`config.mk`:
```
export PLATFORM = sky130hd
export DESIGN_NAME = hazard_forward_ctrl
export DESIGN_NICKNAME = d
export VERILOG_FILES = /design/src/rtl/hazard_forward_ctrl.sv
export SDC_FILE = /design/constraint.sdc
export NUM_CORES = 1
export LEC_CHECK = 0
export ABC_AREA = 1
export CORE_AREA = 8 8 188 190
export DETAILED_ROUTE_END_ITERATION = 16
export DIE_AREA = 0 0 196 198
export GPL_TIMING_DRIVEN = 1
export PLACE_DENSITY_LB_ADDON = 0.25
export SLEW_MARGIN = 10
export SYNTH_ARGS = -nofsm -noshare
export SYNTH_HDL_FRONTEND = slang
export SYNTH_SLANG_ARGS = --single-unit
```
`constraint.sdc`:
```
create_clock -name clk -period 1.4 [get_ports clk]
set_input_delay 0.21 -clock clk [delete_from_list [all_inputs] [get_ports clk]]
set_output_delay 0.21 -clock clk [all_outputs]
set_load 0.01 [all_outputs]
```
`src/rtl/hazard_forward_ctrl.sv`:
```
// hazard_forward_ctrl: EX operand forwarding, load-use stall FSM and taken-branch flush.
// Saturating stall/flush counters exist only when HAZARD_PERF_CNT_EN is defined.
module hazard_forward_ctrl #(
    parameter int REG_AW   = 5,
    parameter int DATA_W   = 64,
    parameter int LOAD_LAT = 1,
    parameter int CNT_W    = 32
) (
    input  logic              clk,
    input  logic              reset,
    input  logic              id_valid,
    input  logic [REG_AW-1:0] id_rs1,
    input  logic [REG_AW-1:0] id_rs2,
    input  logic              id_uses_rs2,
    input  logic [REG_AW-1:0] ex_rs1,
    input  logic [REG_AW-1:0] ex_rs2,
    input  logic [REG_AW-1:0] ex_rd,
    input  logic              ex_memread,
    input  logic              ex_regwrite,
    input  logic [REG_AW-1:0] mem_rd,
    input  logic              mem_regwrite,
    input  logic [REG_AW-1:0] wb_rd,
    input  logic              wb_regwrite,
    input  logic              br_taken,
    input  logic [DATA_W-1:0] ex_rdata1,
    input  logic [DATA_W-1:0] ex_rdata2,
    input  logic [DATA_W-1:0] mem_result,
    input  logic [DATA_W-1:0] wb_data,
    output logic [1:0]        forward_a,
    output logic [1:0]        forward_b,
    output logic [DATA_W-1:0] ex_opa,
    output logic [DATA_W-1:0] ex_opb,
    output logic              pc_write,
    output logic              ifid_write,
    output logic              idex_bubble,
    output logic              flush_ifid,
    output logic              flush_idex,
    output logic              flush_exmem,
    output logic [CNT_W-1:0]  stall_count,
    output logic [CNT_W-1:0]  flush_count
);
    localparam int LW = $clog2(LOAD_LAT + 1);
    localparam logic [0:0] RUN = 1'b0, STALL = 1'b1;
    logic [0:0]    state_q, state_d;
    logic [LW-1:0] left_q, left_d;
    logic          lu, stall, flush;
    logic          mem_a, mem_b, wb_a, wb_b;

    // EX/MEM hits are checked first so the youngest producer wins
    always_comb begin
        mem_a     = mem_regwrite && mem_rd != '0 && mem_rd == ex_rs1;
        mem_b     = mem_regwrite && mem_rd != '0 && mem_rd == ex_rs2;
        wb_a      = wb_regwrite && wb_rd != '0 && wb_rd == ex_rs1;
        wb_b      = wb_regwrite && wb_rd != '0 && wb_rd == ex_rs2;
        forward_a = reset ? 2'b00 : mem_a ? 2'b10 : wb_a ? 2'b01 : 2'b00;
        forward_b = reset ? 2'b00 : mem_b ? 2'b10 : wb_b ? 2'b01 : 2'b00;
        ex_opa    = forward_a == 2'b10 ? mem_result : forward_a == 2'b01 ? wb_data : ex_rdata1;
        ex_opb    = forward_b == 2'b10 ? mem_result : forward_b == 2'b01 ? wb_data : ex_rdata2;
    end

    always_comb begin
        lu          = id_valid && ex_memread && ex_regwrite && ex_rd != '0 &&
                      (ex_rd == id_rs1 || (id_uses_rs2 && ex_rd == id_rs2));
        flush       = !reset && br_taken;
        stall       = !reset && !br_taken && (state_q == STALL || lu);
        pc_write    = !stall;
        ifid_write  = !stall;
        idex_bubble = stall;
        flush_ifid  = flush;
        flush_idex  = flush;
        flush_exmem = flush;
    end

    // A taken branch aborts any stall in progress
    always_comb begin
        state_d = RUN;
        left_d  = '0;
        if (!br_taken && state_q == STALL) begin
            left_d  = left_q - 1'b1;
            state_d = left_q == LW'(1) ? RUN : STALL;
        end else if (!br_taken && lu && LOAD_LAT > 1) begin
            left_d  = LW'(LOAD_LAT - 1);
            state_d = STALL;
        end
    end

    always_ff @(posedge clk or posedge reset) begin
        if (reset) begin
            state_q <= RUN;
            left_q  <= '0;
        end else begin
            state_q <= state_d;
            left_q  <= left_d;
        end
    end

`ifdef HAZARD_PERF_CNT_EN
    logic [CNT_W-1:0] stall_cnt_q, stall_cnt_d, flush_cnt_q, flush_cnt_d;

    always_comb begin
        stall_cnt_d = idex_bubble && stall_cnt_q != '1 ? stall_cnt_q + 1'b1 : stall_cnt_q;
        flush_cnt_d = br_taken && flush_cnt_q != '1 ? flush_cnt_q + 1'b1 : flush_cnt_q;
    end

    always_ff @(posedge clk or posedge reset) begin
        if (reset) begin
            stall_cnt_q <= '0;
            flush_cnt_q <= '0;
        end else begin
            stall_cnt_q <= stall_cnt_d;
            flush_cnt_q <= flush_cnt_d;
        end
    end

    assign stall_count = stall_cnt_q;
    assign flush_count = flush_cnt_q;
`else
    assign stall_count = '0;
    assign flush_count = '0;
`endif
endmodule
```
=== Yosys cells after proc, flatten, opt, wreduce, memory -nomap -nowiden ===
Cells that the tools add are included.

* Word-level logic and storage cells: 49
* Output and inout port bits: 202
* Register bits after elaboration: 2
* Input port bits: 300

* Add/sub/neg operators: 1
* Multiplexer cells: 13
* Equality and inequality tests: 10
* Reduce and logical (&&, ||, !) cells: 23

{| class="wikitable"
|+ Operators by type and width
! cell !! count
|-
| $mux 64 || 4
|-
| $eq 5x5->1 || 6
|-
| $logic_and 1x1->1 || 15
|-
| $reduce_bool 5->1 || 3
|-
| $mux 2 || 4
|-
| $mux 1 || 5
|-
| $eq 2x1->1 const B || 2
|-
| $eq 2x2->1 const B || 2
|-
| $logic_not 1->1 || 3
|-
| $logic_or 1x1->1 || 2
|-
| $sub 1x1->1 const B || 1
|}

=== Longest topological paths before layout ===
Gate-level depths: netlist of run 1.

* Word-level depth: 9
* Depth in mapped cells: 12
* Mapped depth without buffers: 10

=== Worst setup path before layout of run 1 ===
Ideal clock, no wire load.

* Path kind: input -> output
* Start: in wb_rd[4]
* End: out ex_opa[14]
* Buffers on the path: 2
* Required time: 1.190 ns
* Path slack: 0.016 ns
* Arrival time: 1.174 ns
* Stages on the path: 11
* Cells stage by stage: inv_1 > nand2_1 > a21oi_1 > nand3_1 > nor2_2 > nand2_1 > buf_4 > buf_6 > nand2_1 > nand3_1 > nand2_1

* Longest elaborated chain between the ends: 9
* Elaborated cells on any way between the ends: 11
* Classes of those cells: eq/ne (3); mux (5); reduce/logical (3)

{| class="wikitable"
|+ Ends and longest elaborated chain
! item !! line !! text
|-
| start, declared || 22 || <nowiki>input logic [REG_AW-1:0] wb_rd,</nowiki>
|-
| $reduce_bool 5->1 || 53 || <nowiki>wb_a = wb_regwrite && wb_rd != '0 && wb_rd == ex_rs1;</nowiki>
|-
| $logic_and 1x1->1 || 53 ||
|-
| $logic_and 1x1->1 (*) || 53 ||
|-
| $mux 1 (*) || 55 || <nowiki>forward_a = reset ? 2'b00 : mem_a ? 2'b10 : wb_a ? 2'b01 : 2'b00;</nowiki>
|-
| $mux 2 (*) (2 in a row) || 55 ||
|-
| $eq 2x1->1 || 57 || <nowiki>ex_opa = forward_a == 2'b10 ? mem_result : forward_a == 2'b01 ? wb_data : ex_rdata1;</nowiki>
|-
| $mux 64 || 57 ||
|-
| $mux 64 (*) || 57 ||
|-
| end, declared || 31 || <nowiki>output logic [DATA_W-1:0] ex_opa,</nowiki>
|}

Every way passes the cells marked *; elsewhere a longest branch is shown, timed or not.

=== Worst setup path after layout of run 1 ===
* Start: in ex_rs2[2]
* End: out ex_opb[15]

* Longest elaborated chain between the ends: 8
* Elaborated cells on any way between the ends: 11
* Classes of those cells: eq/ne (4); mux (5); reduce/logical (2)

{| class="wikitable"
|+ Ends and longest elaborated chain
! item !! line !! text
|-
| start, declared || 16 || <nowiki>input logic [REG_AW-1:0] ex_rs2,</nowiki>
|-
| $eq 5x5->1 || 54 || <nowiki>wb_b = wb_regwrite && wb_rd != '0 && wb_rd == ex_rs2;</nowiki>
|-
| $logic_and 1x1->1 || 54 ||
|-
| $mux 1 || 56 || <nowiki>forward_b = reset ? 2'b00 : mem_b ? 2'b10 : wb_b ? 2'b01 : 2'b00;</nowiki>
|-
| $mux 2 (*) (2 in a row) || 56 ||
|-
| $eq 2x1->1 || 58 || <nowiki>ex_opb = forward_b == 2'b10 ? mem_result : forward_b == 2'b01 ? wb_data : ex_rdata2;</nowiki>
|-
| $mux 64 || 58 ||
|-
| $mux 64 (*) || 58 ||
|-
| end, declared || 32 || <nowiki>output logic [DATA_W-1:0] ex_opb,</nowiki>
|}

Marked as above.

==> results.tsv, run 1 <==
metric	value	unit
hold_class	in -> async	
drt_iter0_drc	282	
synth_seq_cells	1	
met1_usage	0.2418	
period_share	1.421	
fin_cells	1887	
core_area	32210	um^2
yosysWarnings	0	
multi_input_area	5579	um^2
outcome	finished with violations	
fin_util	0.4244	
ios	502	
wirelength	44900	um
crit_required	1.19	ns
cp_num_buf_inv	6	
critical_path.top_delay_family	buffers and inverters	
met2_usage	0.3703	
grt.busiest_layer	met2	
post_synth_num_cell_types	21	
dp_hpwl	26660	um
design_area	13670	um^2
critPathSlowestCell	xor2_2	
cap_violations	0	
largestRegisters	left_q x1	
start_util	0.1425	
die_w	196	um
nets	1780	
syn_area	4589	um^2
arrival	1.78	ns
cp-startpoint	ex_rs2[2]	
crit_path_max_fanout	7	
antenna_found_initial	1	
hold_violations	0	
grt_usage	0.2026	
critPathKind	in -> out	
endpoint_kind	output pin	
syn_to_final_growth	197.8	%
dieArea	38810	um^2
die_h	198	um
dpl-instance-area	9424	um^2
place_ws	-1.413	ns
crit_path_frequent_cell	buf_6	
vias	8506	
irDropWorstVdd	0.1370	mV
setup_slack	-0.5900	ns
top_register	left_q	
cellPowerDensity	224.5	nW/um^2
post-route-drc-count	0	
crit_chain	buf_8 > buf_6 > xor2_2 > nor2_1 > nand3_1 > nor2_4 > buf_6 > nand2_8 > buf_12 > buf_16 > nand3_2 > nand3_2 > buf_6	
violations	setup timing	
ff_latch_area	25.02	um^2
cp_slowest_stage_delay	0.17	ns
routabilityCongestion	0.8496	
nFillCells	3275	
critPathLaunchType	primary input	
fmax	0.5025	GHz
syn_inst	962	
power.total	0.003069	W
std_cell_rows	66	
syn_avg_cell_area	4.771	um^2
rsz0062_at_grt	true	
synth_top_area_frac	0.3577	
power_leakage	6.725	nW
port_buffers	437	
viasPerCell	4.508	
period_needed	1.990	ns
place_inst	1786	
synth_area_leaders	nand3_1, nand2_1, buf_4	
grt-ovfl-total	0	
final_antenna_net_count	0	
grt_max_degree	33	
layout-drive-gt1-share	0.4899	
clk_pin_slew	0	ns
yosysTopAreaCell	nand3_1	
largest_reg_flops	1	
drv_slew	0	
drt_pass1_iterations	4	
grt_pass1_wl	59610	um
grt_pass1_vias	8861	
use_met3	0.03820	
setup_viol	132	
synth_seq_area_share	0.005453	
avgRoutedWirePerCell	23.79	um
## cell usage in the layout, fill, tap and decap left out, types with 2 or more instances in the layout
master           instances
clkdlybuf4s50_1        257
nand3_2                214
nand2_1                181
buf_6                  158
inv_1                  135
nand3_1                 71
conb_1                  65
nand2_2                 58
nand2_4                 52
nand3_4                 43
buf_12                  35
buf_4                   33
buf_2                   33
buf_16                  32
buf_8                   15
nor2_1                  12
dlygate4sd2_1           10
inv_4                    9
clkbuf_16                9
inv_2                    6
nor2_2                   6
xor2_1                   6
xnor2_2                  5
clkdlybuf4s15_1          4
o21ai_1                  3
nand4_1                  3
xnor2_1                  3
nor2_4                   2
nand2_8                  2
a21oi_2                  2
clkbuf_2                 2
## logic make-up (layout without fill, tap and decap cells)
| kind of cell | after synthesis | count (layout) | synth area share |
|---|---|---|---|
| and+or+nand+nor | 647 | 647 | 0.6230 |
| buffers and inverters | 289 | 741 | 0.3315 |
| xor gates and xnor gates | 16 | 16 | 0.03054 |
| AOI/OAI and AO/OA | 8 | 8 | 0.008724 |
| other | 1 | 66 | 0.0008171 |
| DFF | 1 | 1 | 0.005452 |
## synth_stat cells
cell and number:
nor3_1 1, inv_2 4, xnor2_1 9, o21ai_1 2
o21ai_0 4, nand3_1 328, nor2_2 2, buf_2 43
a21oi_1 2, or2_2 1, buf_6 10, nand3b_1 1
buf_4 82, nand4_1 3, nand2_1 293, inv_1 148
nor2_1 18, clkbuf_1 2, xor2_1 7, conb_1 1
dfrtp_1 1
## area by class of cell
cell class / instances / share of cell area
Timing Repair Buffer: 589 / 0.5082
Multi-Input combinational cell: 736 / 0.4081
Inverter: 152 / 0.04430
Tap cell: 408 / 0.03735
Sequential cell: 1 / 0.001831
Antenna cell: 1 / 0.0001831
## final timing paths
kind,end,cells after the start
max,ex_opb[15],13
min,left_q,2
max in group asynchronous,left_q,2
min in group clk,ifid_write,4
## per-layer routing
| metal | share of wire | vias to the layer above |
|---|---|---|
| met2 | 0.51 | 411 |
| met5 | 0 | - |
| met1 | 0.39 | 4083 |
| met4 | 0.026 | 0 |
| met3 | 0.068 | 53 |
| li1 | - | 3959 |
## stage by stage
stage	TNS (ns)	hold slack [ns]
3_5_place_dp	-174.23	0.4294
4_1_cts	-75.36	0.06035
3_3_place_gp	-175.27	0.4307
2_1_floorplan	0	-0.04938
5_1_grt	-77.23	0.06083
6_report	-66.26	0.05702
## what timing repair did
| action | 4_1_cts | 5_1_grt |
|---|---|---|
| hold buffers | 0 | 0 |
| resized for setup | 1163 | 315 |
| buffers inserted | 59 | 11 |
| endpoints found under the setup margin | 138 | 138 |
| pin swaps | 131 | 137 |
| gates cloned | 33 | 12 |
## power by group
group	total, W	internal [W]	switching [W]
clock network	0.0000000000955	0.0000000000955	0
logic	0.00304	0.00170	0.00133
registers	0.0000312	0.0000309	0.000000311
total	0.00307	0.00174	0.00133
Note: power is estimated with default switching activity, not from simulation.
==> inputs of run 2 (changes only) <==
--- a/config.mk
+++ b/config.mk
@@ -7,6 +7,7 @@
 export LEC_CHECK = 0
 export ABC_AREA = 1
 export CORE_AREA = 8 8 188 190
+export CTS_CLUSTER_SIZE = 30
 export DETAILED_ROUTE_END_ITERATION = 16
 export DIE_AREA = 0 0 196 198
 export GPL_TIMING_DRIVEN = 1
==> results of run 2 <==
Final layout, timing and power as in run 1 (identical DEF).
